$ cat config.mk
export PLATFORM = sky130hd
export DESIGN_NAME = pipe_stage_reg_flat
export DESIGN_NICKNAME = d
export VERILOG_FILES = /design/src/rtl/pipe_stage_reg_if.sv /design/src/rtl/pipe_stage_reg.sv /design/src/flat_wrapper.sv
export SDC_FILE = /design/constraint.sdc
export NUM_CORES = 1
export LEC_CHECK = 0
export CORE_ASPECT_RATIO = 0.9
export CORE_MARGIN = 3
export CORE_UTILIZATION = 31
export DETAILED_ROUTE_END_ITERATION = 10
export HOLD_SLACK_MARGIN = 0.06
export SYNTH_ARGS = -nofsm -noshare
export SYNTH_HDL_FRONTEND = slang
export SYNTH_SLANG_ARGS = --single-unit
$ cat constraint.sdc
create_clock -name clk -period 4.85 [get_ports clk]
set_clock_uncertainty 0.05 [all_clocks]
set_input_delay 0.97 -clock clk [delete_from_list [all_inputs] [get_ports clk]]
set_output_delay 0.97 -clock clk [all_outputs]
set_load 0.05 [all_outputs]
$ cat src/rtl/pipe_stage_reg_if.sv
// Handshake bundle between a pipeline stage register and its neighbours.
// slave = the stage register itself, master = the surrounding pipeline.
interface pipe_stage_reg_if #(
  parameter int DATA_W = 69,
  parameter int CTRL_W = 7,
  parameter int CNT_W  = 16
);
  logic              in_valid;
  logic              in_ready;
  logic [DATA_W-1:0] in_data;
  logic [CTRL_W-1:0] in_ctrl;
  logic              out_valid;
  logic              out_ready;
  logic [DATA_W-1:0] out_data;
  logic [CTRL_W-1:0] out_ctrl;
  logic              flush;
  logic [CNT_W-1:0]  stall_cnt;
  logic [CNT_W-1:0]  flush_cnt;

  modport master (
    output in_valid, in_data, in_ctrl, out_ready, flush,
    input  in_ready, out_valid, out_data, out_ctrl, stall_cnt, flush_cnt
  );

  modport slave (
    input  in_valid, in_data, in_ctrl, out_ready, flush,
    output in_ready, out_valid, out_data, out_ctrl, stall_cnt, flush_cnt
  );
endinterface

$ cat src/rtl/pipe_stage_reg.sv
// Two-entry skid pipeline register with flush and registered in_ready.
// Define PIPE_STAGE_PERF_EN to build the saturating stall/flush counters.
module pipe_stage_reg #(
  parameter int DATA_W = 69,
  parameter int CTRL_W = 7,
  parameter int CNT_W  = 16
) (
  input  logic           clk,
  input  logic           rst_n,
  pipe_stage_reg_if.slave bus
);

  typedef enum logic [1:0] {
    ST_EMPTY = 2'd0,
    ST_ONE   = 2'd1,
    ST_TWO   = 2'd2
  } state_t;

  state_t            state_r;
  state_t            state_nxt_s;
  logic              in_ready_r;
  logic              out_valid_r;
  logic [DATA_W-1:0] main_data_r;
  logic [CTRL_W-1:0] main_ctrl_r;
  logic [DATA_W-1:0] skid_data_r;
  logic [CTRL_W-1:0] skid_ctrl_r;
  logic              accept_s;
  logic              consume_s;
  logic              load_main_s;
  logic              skid_to_main_s;
  logic              load_skid_s;

  assign accept_s  = bus.in_valid & in_ready_r;
  assign consume_s = out_valid_r & bus.out_ready;

  // Next-state and datapath load selection; flush overrides every transition.
  always_comb begin
    state_nxt_s    = state_r;
    load_main_s    = 1'b0;
    skid_to_main_s = 1'b0;
    load_skid_s    = 1'b0;
    if (bus.flush) begin
      state_nxt_s = ST_EMPTY;
    end else begin
      case (state_r)
        ST_EMPTY: begin
          if (accept_s) begin
            state_nxt_s = ST_ONE;
            load_main_s = 1'b1;
          end else begin
            state_nxt_s = ST_EMPTY;
          end
        end
        ST_ONE: begin
          if (accept_s && consume_s) begin
            state_nxt_s = ST_ONE;
            load_main_s = 1'b1;
          end else if (accept_s) begin
            state_nxt_s = ST_TWO;
            load_skid_s = 1'b1;
          end else if (consume_s) begin
            state_nxt_s = ST_EMPTY;
          end else begin
            state_nxt_s = ST_ONE;
          end
        end
        ST_TWO: begin
          // in_ready is low here, so only a consume can move the state.
          if (consume_s) begin
            state_nxt_s    = ST_ONE;
            skid_to_main_s = 1'b1;
          end else begin
            state_nxt_s = ST_TWO;
          end
        end
        default: begin
          state_nxt_s = ST_EMPTY;
        end
      endcase
    end
  end

  // State plus registered handshake outputs derived from the next state.
  always_ff @(posedge clk or negedge rst_n) begin
    if (!rst_n) begin
      state_r     <= ST_EMPTY;
      in_ready_r  <= 1'b0;
      out_valid_r <= 1'b0;
    end else begin
      state_r     <= state_nxt_s;
      in_ready_r  <= (state_nxt_s != ST_TWO);
      out_valid_r <= (state_nxt_s != ST_EMPTY);
    end
  end

  // Head register; control is cleared whenever the stage goes empty so a bubble carries no side effects.
  always_ff @(posedge clk or negedge rst_n) begin
    if (!rst_n) begin
      main_data_r <= {DATA_W{1'b0}};
      main_ctrl_r <= {CTRL_W{1'b0}};
    end else begin
      if (load_main_s) begin
        main_data_r <= bus.in_data;
      end else if (skid_to_main_s) begin
        main_data_r <= skid_data_r;
      end else begin
        main_data_r <= main_data_r;
      end
      if (state_nxt_s == ST_EMPTY) begin
        main_ctrl_r <= {CTRL_W{1'b0}};
      end else if (load_main_s) begin
        main_ctrl_r <= bus.in_ctrl;
      end else if (skid_to_main_s) begin
        main_ctrl_r <= skid_ctrl_r;
      end else begin
        main_ctrl_r <= main_ctrl_r;
      end
    end
  end

  // Skid register catches the entry accepted while the head is blocked.
  always_ff @(posedge clk or negedge rst_n) begin
    if (!rst_n) begin
      skid_data_r <= {DATA_W{1'b0}};
      skid_ctrl_r <= {CTRL_W{1'b0}};
    end else if (load_skid_s) begin
      skid_data_r <= bus.in_data;
      skid_ctrl_r <= bus.in_ctrl;
    end else begin
      skid_data_r <= skid_data_r;
      skid_ctrl_r <= skid_ctrl_r;
    end
  end

  assign bus.in_ready  = in_ready_r;
  assign bus.out_valid = out_valid_r;
  assign bus.out_data  = main_data_r;
  assign bus.out_ctrl  = main_ctrl_r;

`ifdef PIPE_STAGE_PERF_EN
  logic [CNT_W-1:0] stall_cnt_r;
  logic [CNT_W-1:0] flush_cnt_r;

  function automatic logic [CNT_W-1:0] sat_inc(input logic [CNT_W-1:0] value);
    if (value == {CNT_W{1'b1}}) begin
      return value;
    end else begin
      return value + {{(CNT_W-1){1'b0}}, 1'b1};
    end
  endfunction

  // Saturating counters: stalled head cycles, and flushes that discarded something.
  always_ff @(posedge clk or negedge rst_n) begin
    if (!rst_n) begin
      stall_cnt_r <= {CNT_W{1'b0}};
      flush_cnt_r <= {CNT_W{1'b0}};
    end else begin
      if (out_valid_r && !bus.out_ready) begin
        stall_cnt_r <= sat_inc(stall_cnt_r);
      end else begin
        stall_cnt_r <= stall_cnt_r;
      end
      if (bus.flush && (state_r != ST_EMPTY)) begin
        flush_cnt_r <= sat_inc(flush_cnt_r);
      end else begin
        flush_cnt_r <= flush_cnt_r;
      end
    end
  end

  assign bus.stall_cnt = stall_cnt_r;
  assign bus.flush_cnt = flush_cnt_r;
`else
  assign bus.stall_cnt = {CNT_W{1'b0}};
  assign bus.flush_cnt = {CNT_W{1'b0}};
`endif

endmodule
$ cat src/flat_wrapper.sv
// flat-port wrapper written by rule: the top's interface ports become plain ports
module pipe_stage_reg_flat 
#(
  parameter int DATA_W = 69,
  parameter int CTRL_W = 7,
  parameter int CNT_W  = 16
)
  (clk, rst_n, bus_in_valid, bus_in_data, bus_in_ctrl, bus_out_ready, bus_flush, bus_in_ready, bus_out_valid, bus_out_data, bus_out_ctrl, bus_stall_cnt, bus_flush_cnt);
  pipe_stage_reg_if #(.DATA_W(DATA_W), .CTRL_W(CTRL_W), .CNT_W(CNT_W)) bus_i ();
  input  logic clk;
  input  logic rst_n;
  input wire logic [$bits(bus_i.in_valid)-1:0] bus_in_valid;
  input wire logic [$bits(bus_i.in_data)-1:0] bus_in_data;
  input wire logic [$bits(bus_i.in_ctrl)-1:0] bus_in_ctrl;
  input wire logic [$bits(bus_i.out_ready)-1:0] bus_out_ready;
  input wire logic [$bits(bus_i.flush)-1:0] bus_flush;
  output wire logic [$bits(bus_i.in_ready)-1:0] bus_in_ready;
  output wire logic [$bits(bus_i.out_valid)-1:0] bus_out_valid;
  output wire logic [$bits(bus_i.out_data)-1:0] bus_out_data;
  output wire logic [$bits(bus_i.out_ctrl)-1:0] bus_out_ctrl;
  output wire logic [$bits(bus_i.stall_cnt)-1:0] bus_stall_cnt;
  output wire logic [$bits(bus_i.flush_cnt)-1:0] bus_flush_cnt;
  assign bus_i.in_valid = bus_in_valid;
  assign bus_i.in_data = bus_in_data;
  assign bus_i.in_ctrl = bus_in_ctrl;
  assign bus_i.out_ready = bus_out_ready;
  assign bus_i.flush = bus_flush;
  assign bus_in_ready = bus_i.in_ready;
  assign bus_out_valid = bus_i.out_valid;
  assign bus_out_data = bus_i.out_data;
  assign bus_out_ctrl = bus_i.out_ctrl;
  assign bus_stall_cnt = bus_i.stall_cnt;
  assign bus_flush_cnt = bus_i.flush_cnt;
  pipe_stage_reg #(.DATA_W(DATA_W), .CTRL_W(CTRL_W), .CNT_W(CNT_W)) u_core (.clk(clk), .rst_n(rst_n), .bus(bus_i));
endmodule
==> summary.txt, run 1 <==
Timing
  • Max Freq: 320 MHz
  • Slew Limit Headroom: between 30% and 40%
  • Fin. max-slew vios: 0
  • Fin crit share: 64.4%
  • Final Hold Vio Count: 0
  • Tightest Pin Transition: 0.965 ns
  • Tmin final: 3.12 ns
  • Setup_tns: 0 ns
  • Hold slack final: 0.457 ns
  • Unrepaired setup endpoints after global routing: no
  • # setup viols final: 0

Finish
  • NumNets Final: around 860
  • Share of cells above drive strength 1: ~17%
  • Non-Filler Instances: 1091
  • Area Growth Syn to Fin: 30.3%
  • Fill count: around 2200
  • Antenna cells: 0

Yosys
  • Synth area leaders: dfrtp_1 53%, mux2_2 12%, a211oi_1 7.7%
  • Unique masters post-synth: 31
  • Number of synthesized flops with an enable pin: 0
  • Main synth FF type: dfrtp_1
  • Register area share after synthesis: 52.7%
  • Post-synth top area share: a little over half
  • Cell area after synthesis: around 7400 um2
  • Leading area contributor after synthesis: dfrtp_1
  • Warnings from Yosys: 0
  • Syn_area_per_cell: 11.1 um2
  • Yosys reg bits: 156
  • Synth Instances: 666
  • Synth async-reset ratio: 100%

Routing
  • DRC: 0
  • Pre-antenna DRT Iters: 5
  • Final WL: ~21000 um
  • Post-DRT Antenna Nets: 0
  • Via density: roughly 5.4
  • Initial DRC Count: 463
  • Wire length per cell: 19.6 um
  • Vias post-DR: approximately 5900

Clock network
  • Post-CTS setup buffers: 0
  • Worst skew pair latency: between 0.4 and 0.5 ns
  • CTS tree: yes
  • Post-cts sizing count: 0
  • Clk slew on worst S/H paths: roughly 0.060 ns
  • Clk sinks: 156
  • Clk buf depth: 2
  • Post-CTS Hold Buffers: 0
  • H-tree levels: 4
  • Clock Root Buffer: clkbuf_16
  • Number of buffers created by CTS: 17

Global route
  • Vias in the first global route: slightly below 6000
  • Largest net degree at the start of global routing: 100
  • Tot GR Track Use: 16.4%
  • First-pass GRT wire length: ~34000 um
  • Gr ovfl total: 0
  • Initial antenna violation count: 1

Die
  • Starting density of the core: roughly a third
  • FP Rows: 52
  • Die footprint: roughly 26000 um2
  • Core area: about 23000 um2
  • I/O pin cnt: around 190
  • Die H: between 150 and 200 um
  • Die width: ~170 um

Critical path
  • Worst r2r src: u_core.bus.in_ready$_DFF_PN0_
  • Crit path required time: slightly above 5 ns
  • Largest delay share family, worst path: buffers and inverters
  • Slowest cell on crit path: a21o_2
  • Buffer and inverter count on the worst path: 3
  • CP Class: in -> reg
  • Worst setup SP type: input port
  • Critical Path Sink Type: flop
  • Reg2reg path depth: 6
  • Worst-path cell chain: clkdlybuf4s50_1, nand2_1, inv_1, ha_1, nand3b_1, a21o_2, buf_4, a31oi_1
  • Worst Path Max Fanout: 40
  • CP max stage delay: around 0.70 ns
  • Critical Path AT: around 3.4 ns
  • Crit Reg-Reg Endpoint: u_core.bus.out_data[14]$_DFFE_PN0P_
  • CP Depth: 8
  • R2r setup slk: 2.33 ns

Place
  • Buffers on Ports: 158
  • DP Cell Count: approximately 1100
  • Post-DP HPWL: ~13000 um
  • GP Congestion: 0.726

Power
  • Seq pwr share: 38.7%
  • Comb power frac: 32.5%
  • Pwr dens: around 520 nW/um2
  • Internal: 3270 uW
  • Leakage power: ~0.0036 uW
  • Switching share of power: 35.4%
  • Peak supply drop: 0.000279 V
  • Psw: about 1800 uW
  • Tot Pwr: ~5100 uW
  • Power share of the clock group: around 29%

Status
  • Outcome: finished clean

Min path
  • Hold crit path type: reg -> reg
  • Hold EP: u_core.skid_ctrl_r[4]$_DFFE_PN0P_
  • Hold-critical path depth: 1
  • Hold_sp: u_core.skid_ctrl_r[4]$_DFFE_PN0P_

Run
  • Max cap viols: 0
## layout by cell type (no fill, tap or decap), drive strengths merged
master,Yosys,final
clkinv,1,4
or3,1,1
nand2,1,1
ha,2,2
a31oi,70,70
a2111oi,7,7
a21boi,1,1
nand4b,1,1
clkdlybuf4s50,0,156
and4bb,1,1
clkinvlp,0,2
a41o,1,1
dfrtp,156,156
inv,9,12
bufinv,0,4
and2,1,1
o21ai,69,69
nand2b,1,1
nor2b,1,1
clkbuf,34,20
nor2,8,8
mux2,76,76
nand3b,3,3
buf,72,15
nand4bb,1,1
a31o,1,1
and4b,1,1
conb,1,32
a211oi,76,76
nand3,69,69
a21o,1,1
## worst reg2reg max path, stage by stage (launching register included)
cell and delay (ns):
dfrtp_1 0.44, and2_1 0.20, ha_1 0.19, nand3b_1 0.13, a21o_2 0.70, buf_4 0.52
a31oi_1 0.16
## registers in the layout, indices dropped and copies added (netlist names)
register,flops
u_core.bus.out_data,69
u_core.skid_data_r,69
u_core.bus.out_ctrl,7
u_core.skid_ctrl_r,7
u_core.state_r,2
u_core.bus.in_ready,1
u_core.bus.out_valid,1
## through the flow
step	setup WS (ns)	area (um2)	utilization [%]
3_5_place_dp	1.29	9000	39.2
6_report	1.73	9650	42.0
3_3_place_gp	1.34	9000	39.2
2_1_floorplan	2.53	7520	-
4_1_cts	1.74	9650	42.0
5_1_grt	1.57	9650	42.0
## synth_stat cells (all sizes together) (2+ instances only)
cell / number
dfrtp: 156
a211oi: 76
mux2: 76
buf: 72
a31oi: 70
nand3: 69
o21ai: 69
clkbuf: 34
inv: 9
nor2: 8
a2111oi: 7
nand3b: 3
ha: 2
## per-layer routing
metal  up-vias  GRT usage, %  wire, um
met5         -             0        13
met4         2          3.82       188
met3        13          4.15      1330
met2       192          24.7      9750
met1      2982          23.8     10100
li1       2674             -         -
## how the worst max path moves through the flow
stage             startpoint                             endpoint
6_report       bus_out_ready  u_core.bus.out_data[14]$_DFFE_PN0P_
5_1_grt        bus_out_ready   u_core.bus.out_data[0]$_DFFE_PN0P_
4_1_cts        bus_out_ready  u_core.bus.out_data[15]$_DFFE_PN0P_
3_5_place_dp   bus_out_ready   u_core.bus.out_data[6]$_DFFE_PN0P_
3_3_place_gp   bus_out_ready   u_core.bus.out_data[7]$_DFFE_PN0P_
2_1_floorplan   bus_in_valid   u_core.skid_data_r[28]$_DFFE_PN0P_
## power groups by stage
| stage | Clock, uW | Combinational, uW | Sequential, uW |
|---|---|---|---|
| floorplan | 0 | 586 | 2480 |
| CTS | 1490 | 1660 | 1960 |
| global route | 1540 | 1740 | 2010 |
| detailed placement | 0 | 1660 | 1980 |
| finish | 1460 | 1640 | 1960 |
| global placement | 0 | 1630 | 1970 |
## layout make-up
class	instances	area, um2	share of cell area, %
Multi-Input combinational cell	425	3000	31.1
Sequential cell	156	3900	40.5
Clock buffer	20	457	4.73
Tap cell	297	372	3.85
Clock inverter	12	186	1.93
Timing Repair Buffer	171	1690	17.5
Inverter	10	37.5	0.389
## cell families after synthesis
logic type      after synthesis  share of synthesized area [%]
other cells                   1                         0.0507
compound gates              226                           20.2
simple gates                 89                           6.42
fa+ha+maj                     2                          0.338
mux                          76                           11.6
flops                       156                           52.7
buf+inv                     116                           8.72
No activity file was read; power rests on OpenSTA's default activity.
==> run 2: changes to the inputs <==
==> constraint.sdc (replaced) <==
create_clock -name clk -period 2.98 [get_ports clk]
set_clock_uncertainty 0.05 [all_clocks]
set_input_delay 0.596 -clock clk [delete_from_list [all_inputs] [get_ports clk]]
set_output_delay 0.596 -clock clk [all_outputs]
set_load 0.05 [all_outputs]
==> summary.txt, run 2 (synthesized netlist as in run 1, its figures left out) <==
Critical path
  • CP max stage delay: approximately 0.85 ns
  • Worst Setup EP: bus_out_valid
  • Crit path required time: ~2.3 ns
  • R2r setup slk: 0.99 ns
  • Critical Path Sink Type: primary output
  • CP startpoint: u_core.bus.out_valid$_DFF_PN0_
  • Largest delay share family, worst path: buffers and inverters
  • Critical Path AT: about 1.7 ns
  • Crit Reg-Reg Endpoint: u_core.bus.out_ctrl[0]$_DFFE_PN0P_
  • Worst-path cell chain: clkdlybuf4s50_1
  • Slowest cell on crit path: clkdlybuf4s50_1
  • Worst Path Max Fanout: 4
  • Worst setup SP type: flop
  • CP Depth: 1
  • CP Class: reg -> out
  • Buffer and inverter count on the worst path: 1
  • Worst r2r src: u_core.state_r[1]$_DFF_PN0_
  • Reg2reg path depth: 3

Place
  • Buffers on Ports: 158
  • Post-DP HPWL: 13300 um
  • GP Congestion: around 0.75
  • Post-DP Area: approximately 9200 um2

Routing
  • Vias post-DR: about 5900
  • Pre-antenna DRT Iters: 5
  • Final WL: around 22000 um
  • DRC: 0
  • Wire length per cell: 19.8 um
  • Post-DRT Antenna Nets: 0
  • Initial DRC Count: 457
  • Via density: between 5 and 6

Finish
  • Area of the multi-input gates: between 3000 and 4000 um2
  • NumNets Final: about 870
  • Antenna cells: 0
  • Commonest non-fill, non-tap cells in the layout: 156 x clkdlybuf4s50_1, 156 x dfrtp_1, 76 x a211oi_1, 76 x mux2_2, 70 x a31oi_1
  • Reg area: ~4000 um2
  • Fin area: a little under 10000 um2
  • Core Util, Final: a little over two fifths
  • Area Growth Syn to Fin: 32.0%
  • Fill count: between 2000 and 2500
  • Share of cells above drive strength 1: roughly 18%

Clock network
  • Post-CTS Hold Buffers: 0
  • Clk sinks: 156
  • Worst skew pair latency: roughly 0.42 ns
  • H-tree levels: 4
  • Number of buffers created by CTS: 17
  • Clock Root Buffer: clkbuf_16
  • Clk slew on worst S/H paths: 0.07 ns
  • Post-CTS setup buffers: 0
  • Clk buf depth: 2
  • Post-cts sizing count: 0
  • CTS tree: yes

Run
  • Max cap viols: 0

Die
  • Core area: 23000 um2
  • I/O pin cnt: around 190
  • Die footprint: 25800 um2
  • Starting density of the core: roughly a third
  • Die width: roughly 170 um
  • FP Rows: 52
  • Die H: ~150 um

Global route
  • First-pass GRT wire length: around 35000 um
  • Vias in the first global route: 6112
  • Initial antenna violation count: 2
  • Gr ovfl total: 0
  • Largest net degree at the start of global routing: 94
  • Tot GR Track Use: ~17%

Timing
  • Tmin final: ~2.4 ns
  • Setup_tns: 0 ns
  • Slew Limit Headroom: between 40% and 50%
  • # setup viols final: 0
  • Fin. max-slew vios: 0
  • Tightest Pin Transition: between 0.8 and 0.9 ns
  • Fin crit share: between 70% and 80%
  • Final Hold Vio Count: 0
  • Max Freq: 422 MHz
  • Unrepaired setup endpoints after global routing: no

Power
  • Peak supply drop: about 0.00045 V
  • Leakage power: around 0.0037 uW
  • Pwr dens: 828 nW/um2

Min path
  • Hold crit path type: in -> async

Status
  • Outcome: finished clean
==> run 2: cell count changes in the layout (fill, tap and decap cells not counted), sizes merged <==
cell	delta
buf	+10
bufinv	-2
clkbuf	-3
inv	+2
clkinvlp	+3
==> run 2: worst reg2reg max path: stages (launching register included) <==
cell,delay (ns)
dfrtp_1,0.47
nand4bb_4,0.53
a31o_2,0.45
a2111oi_2,0.38
==> run 2: worst min-delay path by stage <==
stage / to / slack, ns / startpoint
after CTS: u_core.bus.out_data[38]$_DFFE_PN0P_ / 0.13 / rst_n
after global routing: u_core.bus.out_data[45]$_DFFE_PN0P_ / 0.15 / rst_n
final: u_core.bus.out_data[39]$_DFFE_PN0P_ / 0.12 / rst_n
after floorplan: u_core.bus.in_ready$_DFF_PN0_ / 0.25 / rst_n
after global placement: u_core.skid_ctrl_r[0]$_DFFE_PN0P_ / 0.44 / u_core.skid_ctrl_r[0]$_DFFE_PN0P_
after detailed placement: u_core.skid_data_r[37]$_DFFE_PN0P_ / 0.45 / u_core.skid_data_r[37]$_DFFE_PN0P_
==> run 2: metrics by stage <==
stage | cells | total power, uW | hold slack [ns] | setup slack (ns)
4_1_cts | 1101 | 8160 | 0.132 | 0.594
2_1_floorplan | 697 | 4990 | 0.250 | 0.921
3_3_place_gp | 1069 | 5880 | 0.439 | 0.345
3_5_place_dp | 1069 | 5930 | 0.447 | 0.339
6_report | 1101 | 8080 | 0.115 | 0.612
5_1_grt | 1101 | 8480 | 0.149 | 0.568
==> run 2: where the power goes <==
group	switching, uW	internal [uW]	total, uW
sequential	383	2810	3190
clock	949	1250	2200
combinational	1630	1070	2690
total	2960	5120	8080
==> run 2: per-layer routing <==
metal  routed length, um  track usage [%]
met5                  27                0
met4                 220             3.86
met3                1340             4.77
met2               10000             25.8
met1               10200             23.8
==> run 2: cell type report <==
type | instances | share of cell area (%)
Sequential cell | 156 | 40.0
Clock buffer | 17 | 4.36
Clock inverter | 15 | 1.68
Tap cell | 297 | 3.80
Timing Repair Buffer | 181 | 19.1
Inverter | 10 | 0.384
Multi-Input combinational cell | 425 | 30.7
